<file path="src/rtl/spi_memory_burst.sv">
// SPI mode-0 slave memory with burst auto-increment. SPI edges act 3 clk after the pin changes.
// No backpressure: the SPI master owns timing; CS high aborts the frame at any point.
module spi_memory_burst #(
    parameter int ADDR_WIDTH = 7,
    parameter int DATA_WIDTH = 8,
    parameter int DEPTH      = 2**ADDR_WIDTH,
    parameter int BURST_EN   = 1,
    parameter int LED_WIDTH  = 4
) (
    input  logic                 clk,
    input  logic                 reset_n,
    input  logic                 sclk_pin,
    input  logic                 cs_pin,
    input  logic                 mosi_pin,
    output logic                 miso_pin,
    output logic                 miso_oe,
    output logic [LED_WIDTH-1:0] leds,
    output logic                 frame_active,
    output logic                 word_done
);

    localparam int CNT_MAX = (ADDR_WIDTH > DATA_WIDTH) ? ADDR_WIDTH : DATA_WIDTH;
    localparam int CNT_W   = $clog2(CNT_MAX + 1);

    typedef enum logic [2:0] {
        IDLE, GET_ADDR, GET_RW, READ_LOAD, READ, WRITE, WRITE_COMMIT, DONE
    } state_t;

    logic sclk_meta_q, sclk_sync_q, sclk_prev_q;
    logic cs_meta_q, cs_sync_q, cs_prev_q;
    logic mosi_meta_q, mosi_sync_q, mosi_dly_q;

    // CS synchroniser resets high so leaving reset never looks like a frame start.
    always_ff @(posedge clk or negedge reset_n) begin
        if (!reset_n) begin
            sclk_meta_q <= 1'b0;
            sclk_sync_q <= 1'b0;
            sclk_prev_q <= 1'b0;
            cs_meta_q   <= 1'b1;
            cs_sync_q   <= 1'b1;
            cs_prev_q   <= 1'b1;
            mosi_meta_q <= 1'b0;
            mosi_sync_q <= 1'b0;
            mosi_dly_q  <= 1'b0;
        end else begin
            sclk_meta_q <= sclk_pin;
            sclk_sync_q <= sclk_meta_q;
            sclk_prev_q <= sclk_sync_q;
            cs_meta_q   <= cs_pin;
            cs_sync_q   <= cs_meta_q;
            cs_prev_q   <= cs_sync_q;
            mosi_meta_q <= mosi_pin;
            mosi_sync_q <= mosi_meta_q;
            mosi_dly_q  <= mosi_sync_q;
        end
    end

    logic cs_fall, cs_rise, sclk_rise, sclk_fall;
    assign cs_fall   = cs_prev_q & ~cs_sync_q;
    assign cs_rise   = ~cs_prev_q & cs_sync_q;
    assign sclk_rise = sclk_sync_q & ~sclk_prev_q & ~cs_sync_q;
    assign sclk_fall = ~sclk_sync_q & sclk_prev_q & ~cs_sync_q;

    state_t                 state_q, state_d;
    logic [ADDR_WIDTH-1:0]  addr_q, addr_d;
    logic [CNT_W-1:0]       cnt_q, cnt_d;
    logic [DATA_WIDTH-1:0]  shift_q, shift_d;
    logic [DATA_WIDTH-1:0]  word_q, word_d;
    logic                   miso_q, miso_d;
    logic                   oe_q, oe_d;
    logic [LED_WIDTH-1:0]   leds_q, leds_d;
    logic                   fa_q, fa_d;
    logic                   wd_q, wd_d;
    logic                   mem_we;

    logic [DATA_WIDTH-1:0]  mem [DEPTH];
    logic [ADDR_WIDTH-1:0]  addr_idx, addr_inc;

    assign addr_idx = ADDR_WIDTH'(32'(addr_q) % DEPTH);
    assign addr_inc = (32'(addr_idx) == DEPTH - 1) ? '0 : addr_idx + ADDR_WIDTH'(1);

    always_comb begin
        state_d = state_q;
        addr_d  = addr_q;
        cnt_d   = cnt_q;
        shift_d = shift_q;
        word_d  = word_q;
        miso_d  = miso_q;
        oe_d    = oe_q;
        leds_d  = leds_q;
        fa_d    = fa_q;
        wd_d    = 1'b0;
        mem_we  = 1'b0;

        case (state_q)
            IDLE: ;
            GET_ADDR: begin
                if (sclk_rise) begin
                    addr_d = {addr_q[ADDR_WIDTH-2:0], mosi_dly_q};
                    if (cnt_q == CNT_W'(ADDR_WIDTH - 1)) begin
                        cnt_d   = '0;
                        state_d = GET_RW;
                    end else begin
                        cnt_d = cnt_q + CNT_W'(1);
                    end
                end
            end
            GET_RW: begin
                if (sclk_rise) begin
                    cnt_d   = '0;
                    state_d = mosi_dly_q ? READ_LOAD : WRITE;
                end
            end
            READ_LOAD: begin
                shift_d = mem[addr_idx];
                word_d  = mem[addr_idx];
                oe_d    = 1'b1;
                state_d = READ;
            end
            READ: begin
                if (sclk_fall) begin
                    miso_d  = shift_q[DATA_WIDTH-1];
                    shift_d = shift_q << 1;
                end
                if (sclk_rise) begin
                    if (cnt_q == CNT_W'(DATA_WIDTH - 1)) begin
                        cnt_d  = '0;
                        wd_d   = 1'b1;
                        leds_d = word_q[LED_WIDTH-1:0];
                        if (BURST_EN != 0) begin
                            addr_d  = addr_inc;
                            state_d = READ_LOAD;
                        end else begin
                            oe_d    = 1'b0;
                            state_d = DONE;
                        end
                    end else begin
                        cnt_d = cnt_q + CNT_W'(1);
                    end
                end
            end
            WRITE: begin
                if (sclk_rise) begin
                    shift_d = {shift_q[DATA_WIDTH-2:0], mosi_dly_q};
                    if (cnt_q == CNT_W'(DATA_WIDTH - 1)) begin
                        cnt_d   = '0;
                        state_d = WRITE_COMMIT;
                    end else begin
                        cnt_d = cnt_q + CNT_W'(1);
                    end
                end
            end
            WRITE_COMMIT: begin
                // A fully received word commits even if CS rises in this same cycle.
                mem_we = 1'b1;
                wd_d   = 1'b1;
                leds_d = shift_q[LED_WIDTH-1:0];
                if (BURST_EN != 0) begin
                    addr_d  = addr_inc;
                    state_d = WRITE;
                end else begin
                    state_d = DONE;
                end
            end
            DONE: oe_d = 1'b0;
            default: state_d = IDLE;
        endcase

        if (cs_rise) begin
            state_d = IDLE;
            oe_d    = 1'b0;
            fa_d    = 1'b0;
            miso_d  = 1'b0;
            cnt_d   = '0;
        end
        if (cs_fall) begin
            state_d = GET_ADDR;
            addr_d  = '0;
            cnt_d   = '0;
            shift_d = '0;
            oe_d    = 1'b0;
            miso_d  = 1'b0;
            fa_d    = 1'b1;
        end
    end

    always_ff @(posedge clk or negedge reset_n) begin
        if (!reset_n) begin
            state_q <= IDLE;
            addr_q  <= '0;
            cnt_q   <= '0;
            shift_q <= '0;
            word_q  <= '0;
            miso_q  <= 1'b0;
            oe_q    <= 1'b0;
            leds_q  <= '0;
            fa_q    <= 1'b0;
            wd_q    <= 1'b0;
        end else begin
            state_q <= state_d;
            addr_q  <= addr_d;
            cnt_q   <= cnt_d;
            shift_q <= shift_d;
            word_q  <= word_d;
            miso_q  <= miso_d;
            oe_q    <= oe_d;
            leds_q  <= leds_d;
            fa_q    <= fa_d;
            wd_q    <= wd_d;
        end
    end

    // Storage is deliberately not reset so contents survive a reset pulse.
    always_ff @(posedge clk) begin
        if (mem_we) mem[addr_idx] <= shift_q;
    end

    assign miso_pin     = miso_q;
    assign miso_oe      = oe_q;
    assign leds         = leds_q;
    assign frame_active = fa_q;
    assign word_done    = wd_q;

endmodule

</file>
<file path="config.mk">
export PLATFORM = sky130hd
export DESIGN_NAME = spi_memory_burst
export DESIGN_NICKNAME = d
export VERILOG_FILES = /design/src/rtl/spi_memory_burst.sv
export SDC_FILE = /design/constraint.sdc
export NUM_CORES = 1
export LEC_CHECK = 0
export BUFFER_PORTS_ARGS = -buffer_cell sky130_fd_sc_hd__buf_2
export CAP_MARGIN = 20
export CORE_MARGIN = 1.5
export CORE_UTILIZATION = 45
export CTS_CLUSTER_SIZE = 12
export DETAILED_ROUTE_END_ITERATION = 10
export GPL_ROUTABILITY_DRIVEN = 0
export SYNTH_ARGS = -nofsm -noshare
export SYNTH_HDL_FRONTEND = slang
export SYNTH_SLANG_ARGS = --single-unit
export TNS_END_PERCENT = 30
</file>
<file path="constraint.sdc">
create_clock -name clk -period 3.22 [get_ports clk]
set_input_delay 0.966 -clock clk [delete_from_list [all_inputs] [get_ports clk]]
set_output_delay 0.966 -clock clk [all_outputs]
set_load 0.01 [all_outputs]
</file>
==> impl_metrics.ini, run 1 <==
[setup_path]
end_kind = flop
timing.rr.end = shift_q[5]
crit_arrival_ps = 3740
r2r-start = addr_q[0]
crit_buf_inv = 3
critPathKind = flop to flop
crit_family = compound AO/OA/AOI/OAI gates
required_ps = 3800
rr_worst_depth = 10
cp_max_fo = 36
start_kind = flop
cp_cell_sequence = buf_12 -> nor2_4 -> buf_12 -> buf_4 -> a221oi_1 -> nor2_1 -> o21a_1 -> a221oi_1 -> a31oi_1 -> a311o_1
timing.reg2reg.setup_slack_ps = 70
cpPeakStageDelay_ps = 580
crit_path_top_delay_cell = a221oi_1

[synthesis]
synth_fp_nets = 2426
synth_ff_type = edfxtp_1
synthTopCellsByArea = edfxtp_1 74%, mux4_2 5.0%, a221oi_1 3.0%
synth_seq_cells = 1067
synth_top_cell_by_area = edfxtp_1
yosysWarnings = 0
yosysSeqAreaShare = 0.766
netlist_instances = 2415
avgSynthCellArea_um2 = 17.2
netlist_area_um2 = 41500
synth_edf_count = 1024
synthDistinctLibCells = 74
synth_top_area_frac = 0.740
ys_async_sr_fraction = 0.0403

[route]
wl_per_cell_um = 30.8
ant_nets = 0
drt-vias-per-instance = 6.32
vias = 24800
dr.pass1.iters = 6
drc_errors = 0
wirelength_um = 121000
first_iter_violations = 4005

[finish]
final_util = 0.527
fin_nets = 2680
area_delta_synth_final_pct = 16.1
layout_common_cells = 1024 x edfxtp_1, 273 x buf_4, 202 x nor2_1
fin_area_um2 = 48200
finalNonFillerCells = 3925
final_common_cell = edfxtp_1
drive_above_1_share = 0.215

[hold_path]
hold_class = flop to flop
hold_path_end = mosi_sync_q
hold_depth = 0
hp-start = mosi_meta_q

[floorplan]
rows = 111
initial_core_util = 0.454
die_x_um = 307
boundaryPins = 13
core_area_um2 = 91500
die_h_um = 307
die_area_um2 = 94100

[power_and_ir_drop]
clkPwrFrac = 0.307
comb_power_share = 0.231
peakVddDrop_uv = 436
p_switching_mw = 11.6
seq_power_share = 0.463
leakage_nw = 15.6
power_density_nw_per_um2 = 782
swShare = 0.308
p_int_mw = 26.1

[global_route]
track_usage = 0.259
grt_first_pass_wirelength_um = 176000
grt_max_degree = 105
antenna_found_initial = 2
grt_pass1_vias = 24500
gr-total-overflow = 0

[run_status]
outcome = finished clean

[sta]
tns_ps = 0
slew_headroom = 0.228
fin_crit_sh = 0.979
clock_skew_ps = 27.5
final-setup-viol-count = 0
fin_ws_ps = 68.1
hold_viol_final = 0
max_freq_ghz = 0.317
rsz0062_at_grt = false
report.final.slew_viol_count = 0
worst_pin_slew_ps = 1160
period_needed_ps = 3150

[placement]
hpwl_um = 76200
port_buffers = 12
place_inst = 3745
place_ws_ps = -75.7
place_area_um2 = 45000

[clock_tree]
root_buffer = clkbuf_16
htreeDepth = 3
cts.sinks = 1067
clockBufferDepth = 3
clk_latency_ps = 700
cts_tree = done
cts_setup_buffers = 0
hold_buffers = 0
clk_transition_reported_paths_ps = 70
cts_made_buffers = 108

[job]
drv_cap = 0
-- worst max path at each step --
stage | startpoint | endpoint | slack, ps | cells after the start
floorplan | state_q[0] | mem[72][0] | 410 | 7
global placement | addr_q[1] | shift_q[6] | -40 | 9
detailed placement | addr_q[1] | shift_q[6] | -80 | 9
CTS | addr_q[0] | shift_q[0] | 50 | 11
global route | addr_q[0] | shift_q[0] | 20 | 11
finish | addr_q[0] | shift_q[5] | 70 | 10
-- per-stage QoR --
step / hold WS [ps] / total power [mW]
global route: 363 / 38.8
CTS: 358 / 37.6
global placement: 346 / 26.1
detailed placement: 336 / 26.2
floorplan: 331 / 22.2
finish: 353 / 37.7
-- cell usage after synthesis (4+ instances only) --
| cell | count |
|---|---|
| edfxtp_1 | 1024 |
| nor2_1 | 203 |
| a221oi_1 | 142 |
| nand2_1 | 136 |
| mux4_2 | 92 |
| a22oi_1 | 89 |
| o21ai_0 | 77 |
| clkbuf_1 | 76 |
| buf_2 | 61 |
| a21oi_1 | 55 |
| dfrtp_1 | 40 |
| a22o_1 | 37 |
| a221o_1 | 31 |
| mux2i_1 | 31 |
| nand3_1 | 31 |
| buf_1 | 20 |
| inv_1 | 16 |
| nor3_1 | 15 |
| o22ai_1 | 15 |
| a31oi_1 | 14 |
| nor2b_1 | 13 |
| o2111ai_1 | 12 |
| o211ai_1 | 12 |
| nand2b_1 | 10 |
| a211oi_1 | 9 |
| mux2_2 | 9 |
| a32oi_1 | 8 |
| buf_6 | 8 |
| nand4_1 | 8 |
| a222oi_1 | 7 |
| buf_4 | 7 |
| and2_1 | 6 |
| ha_1 | 6 |
| o21a_1 | 6 |
| o221ai_1 | 6 |
| and3_1 | 5 |
| or3_1 | 5 |
| a21boi_0 | 4 |
| nor3b_1 | 4 |
| o311ai_0 | 4 |
| o31ai_1 | 4 |
-- what timing repair did --
item,CTS,global route
pin swaps,0,3
endpoints found under the setup margin,2,5
gates cloned,0,0
gates resized for setup,2,6
-- power groups by stage --
| stage | clock network (mW) | registers (mW) | logic [mW] |
|---|---|---|---|
| 2_1_floorplan | 0 | 17.5 | 4.63 |
| 3_3_place_gp | 0 | 17.7 | 8.40 |
| 3_5_place_dp | 0 | 17.7 | 8.51 |
| 4_1_cts | 11.7 | 17.4 | 8.54 |
| 5_1_grt | 12.2 | 17.5 | 9.12 |
| 6_report | 11.6 | 17.4 | 8.70 |
-- final cells by class --
| class | count | area, µm² |
|---|---|---|
| multi-input combinational | 1158 | 8900 |
| inverter | 18 | 68.8 |
| timing repair buffer | 316 | 2730 |
| clock inverter | 42 | 360 |
| fill | 7217 | 43300 |
| sequential | 1067 | 31900 |
| clock buffer | 137 | 2810 |
| tap | 1186 | 1480 |
| antenna | 1 | 2.50 |
-- registers in the layout, summed over array words and instances, names as in the netlist, 3 cells and up --
register,flops
mem,1024
shift_q,8
addr_q,7
cnt_q,4
leds,4
word_q,4
state_q,3
-- layer usage --
metal  vias up  track usage  share of wire
li1      10400            -              -
met5         -            0        0.00026
met4         4        0.111          0.044
met3       293       0.0548           0.10
met2      1459        0.396           0.46
met1     12700        0.362           0.39
-- kinds of logic (layout without fill, tap and decap cells) --
kind of cell	after synthesis	after routing	synth area share
flops	1067	1067	0.766
compound gates	564	564	0.103
mux	132	132	0.0598
xor+xnor	2	2	0.000422
fa+ha+maj	6	6	0.00181
buf+inv	190	513	0.0211
other cells	0	1	0
simple gates	454	454	0.0474
No activity file was read; power rests on OpenSTA's default activity.
==> run 2: changes to the inputs <==
--- a/config.mk
+++ b/config.mk
@@ -9,6 +9,7 @@
 export CAP_MARGIN = 20
 export CORE_MARGIN = 1.5
 export CORE_UTILIZATION = 45
+export CTS_BUF_LIST = sky130_fd_sc_hd__clkbuf_8
 export CTS_CLUSTER_SIZE = 12
 export DETAILED_ROUTE_END_ITERATION = 10
 export GPL_ROUTABILITY_DRIVEN = 0
==> impl_metrics.ini, run 2 (same netlist as run 1, synthesis figures left out) <==
[run_status]
outcome = finished clean

[route]
drt-vias-per-instance = 6.24
first_iter_violations = 3764
vias = 25300
drc_errors = 0
wl_per_cell_um = 30.1
ant_nets = 0
dr.pass1.iters = 9
wirelength_um = 122000

[sta]
tns_ps = 0
max_freq_ghz = 0.318
fin_ws_ps = 72.4
slew_headroom = 0.227
report.final.slew_viol_count = 0
fin_crit_sh = 0.978
rsz0062_at_grt = true
period_needed_ps = 3150
final-setup-viol-count = 0
worst_pin_slew_ps = 1160
whs_ps = 239
clock_skew_ps = 37.8
hold_viol_final = 0

[clock_tree]
cts_tree = done
clk_latency_ps = 830
clockBufferDepth = 3
clk_transition_reported_paths_ps = 80
cts_made_buffers = 168
root_buffer = clkbuf_8
htreeDepth = 4
hold_buffers = 0
cts.sinks = 1067

[global_route]
antenna_found_initial = 3
grt_max_degree = 105
grt_first_pass_wirelength_um = 177000
track_usage = 0.261
grt_pass1_vias = 25000
gr-total-overflow = 0

[floorplan]
core_area_um2 = 91500
die_area_um2 = 94100
rows = 111
initial_core_util = 0.454
boundaryPins = 13
die_h_um = 307
die_x_um = 307

[power_and_ir_drop]
peakVddDrop_uv = 435
power_mw = 36.8
swShare = 0.322
seq_power_share = 0.475
comb_power_share = 0.237
p_int_mw = 24.9
p_switching_mw = 11.8
clkPwrFrac = 0.289
power_density_nw_per_um2 = 764
leakage_nw = 15.9

[placement]
place_ws_ps = -75.7
port_buffers = 12
place_area_um2 = 45000
place_inst = 3745
hpwl_um = 76200

[finish]
layout_common_cells = 1024 x edfxtp_1, 273 x buf_4, 202 x nor2_1
finalNonFillerCells = 4046
fin_area_um2 = 48100
top_register = mem
area_delta_synth_final_pct = 15.9
final_util = 0.526
reg_top3 = mem (1024), shift_q (8), addr_q (7)
fin_nets = 2740
final_common_cell = edfxtp_1
drive_above_1_share = 0.231
largest_reg_flops = 1024

[setup_path]
required_ps = 3870
crit_arrival_ps = 3800
end_kind = flop
cp_max_fo = 36
critPathKind = flop to flop
start_kind = flop

[hold_path]
hold_class = primary input to flop

[job]
drv_cap = 0
-- run 2: cell types whose count changed in the layout (fill, tap and decap cells not counted), moves of 3 or more --
| cell | delta |
|---|---|
| clkbuf_8 | +170 |
| clkbuf_16 | -108 |
| inv_1 | +62 |
| clkbuf_1 | -29 |
| clkinv_1 | +15 |
| inv_8 | +4 |
| clkinvlp_4 | +3 |
-- run 2: critical path: stages (launching register included) --
cell	delay, ps
dfrtp_4	510
buf_12	220
nor2_4	70
buf_12	200
buf_4	210
a221oi_1	300
nor2_1	80
o211ai_1	490
o2111ai_1	300
nor4_2	400
o221ai_1	160
-- run 2: power by group through the flow --
| stage | Combinational [mW] | Sequential, mW | Clock [mW] |
|---|---|---|---|
| 4_1_cts | 8.53 | 17.4 | 10.8 |
| 3_5_place_dp | 8.51 | 17.7 | 0 |
| 6_report | 8.69 | 17.4 | 10.6 |
| 2_1_floorplan | 4.63 | 17.5 | 0 |
| 5_1_grt | 9.10 | 17.5 | 11.4 |
| 3_3_place_gp | 8.40 | 17.7 | 0 |
-- run 2: final timing paths --
| check | start | end | slack (ps) | cells past startpoint |
|---|---|---|---|---|
| max | addr_q[0] | shift_q[2] | 70 | 10 |
| min | cs_pin | cs_meta_q | 240 | 1 |
| max reg2reg | addr_q[0] | shift_q[2] | 70 | 10 |
| min reg2reg | mosi_meta_q | mosi_sync_q | 350 | 0 |
| max in group asynchronous | reset_n | cs_meta_q | 2180 | 2 |
| min in group asynchronous | reset_n | shift_q[0] | 260 | 1 |
-- run 2: final cells by class --
cell class / count / area, µm²
well taps: 1186 / 1480
flip-flops and latches: 1067 / 31900
diodes: 3 / 7.51
clock inverters: 128 / 727
inverters: 18 / 68.8
repair buffers: 316 / 2730
fillers: 7293 / 43400
clock buffers: 170 / 2340
multi-input cells: 1158 / 8900
-- run 2: repair_timing --
item / 4_1_cts / 5_1_grt
gates resized for setup: 1 / 7
setup endpoints to repair: 1 / 7
gates cloned: 0 / 0
setup buffers: 0 / 0
-- run 2: per-layer routing --
layer	part of all wire	routed length, µm	GRT usage
met2	0.46	56000	0.400
met3	0.11	13100	0.0626
met4	0.041	4970	0.106
met1	0.39	47800	0.361
met5	0.00011	13	0
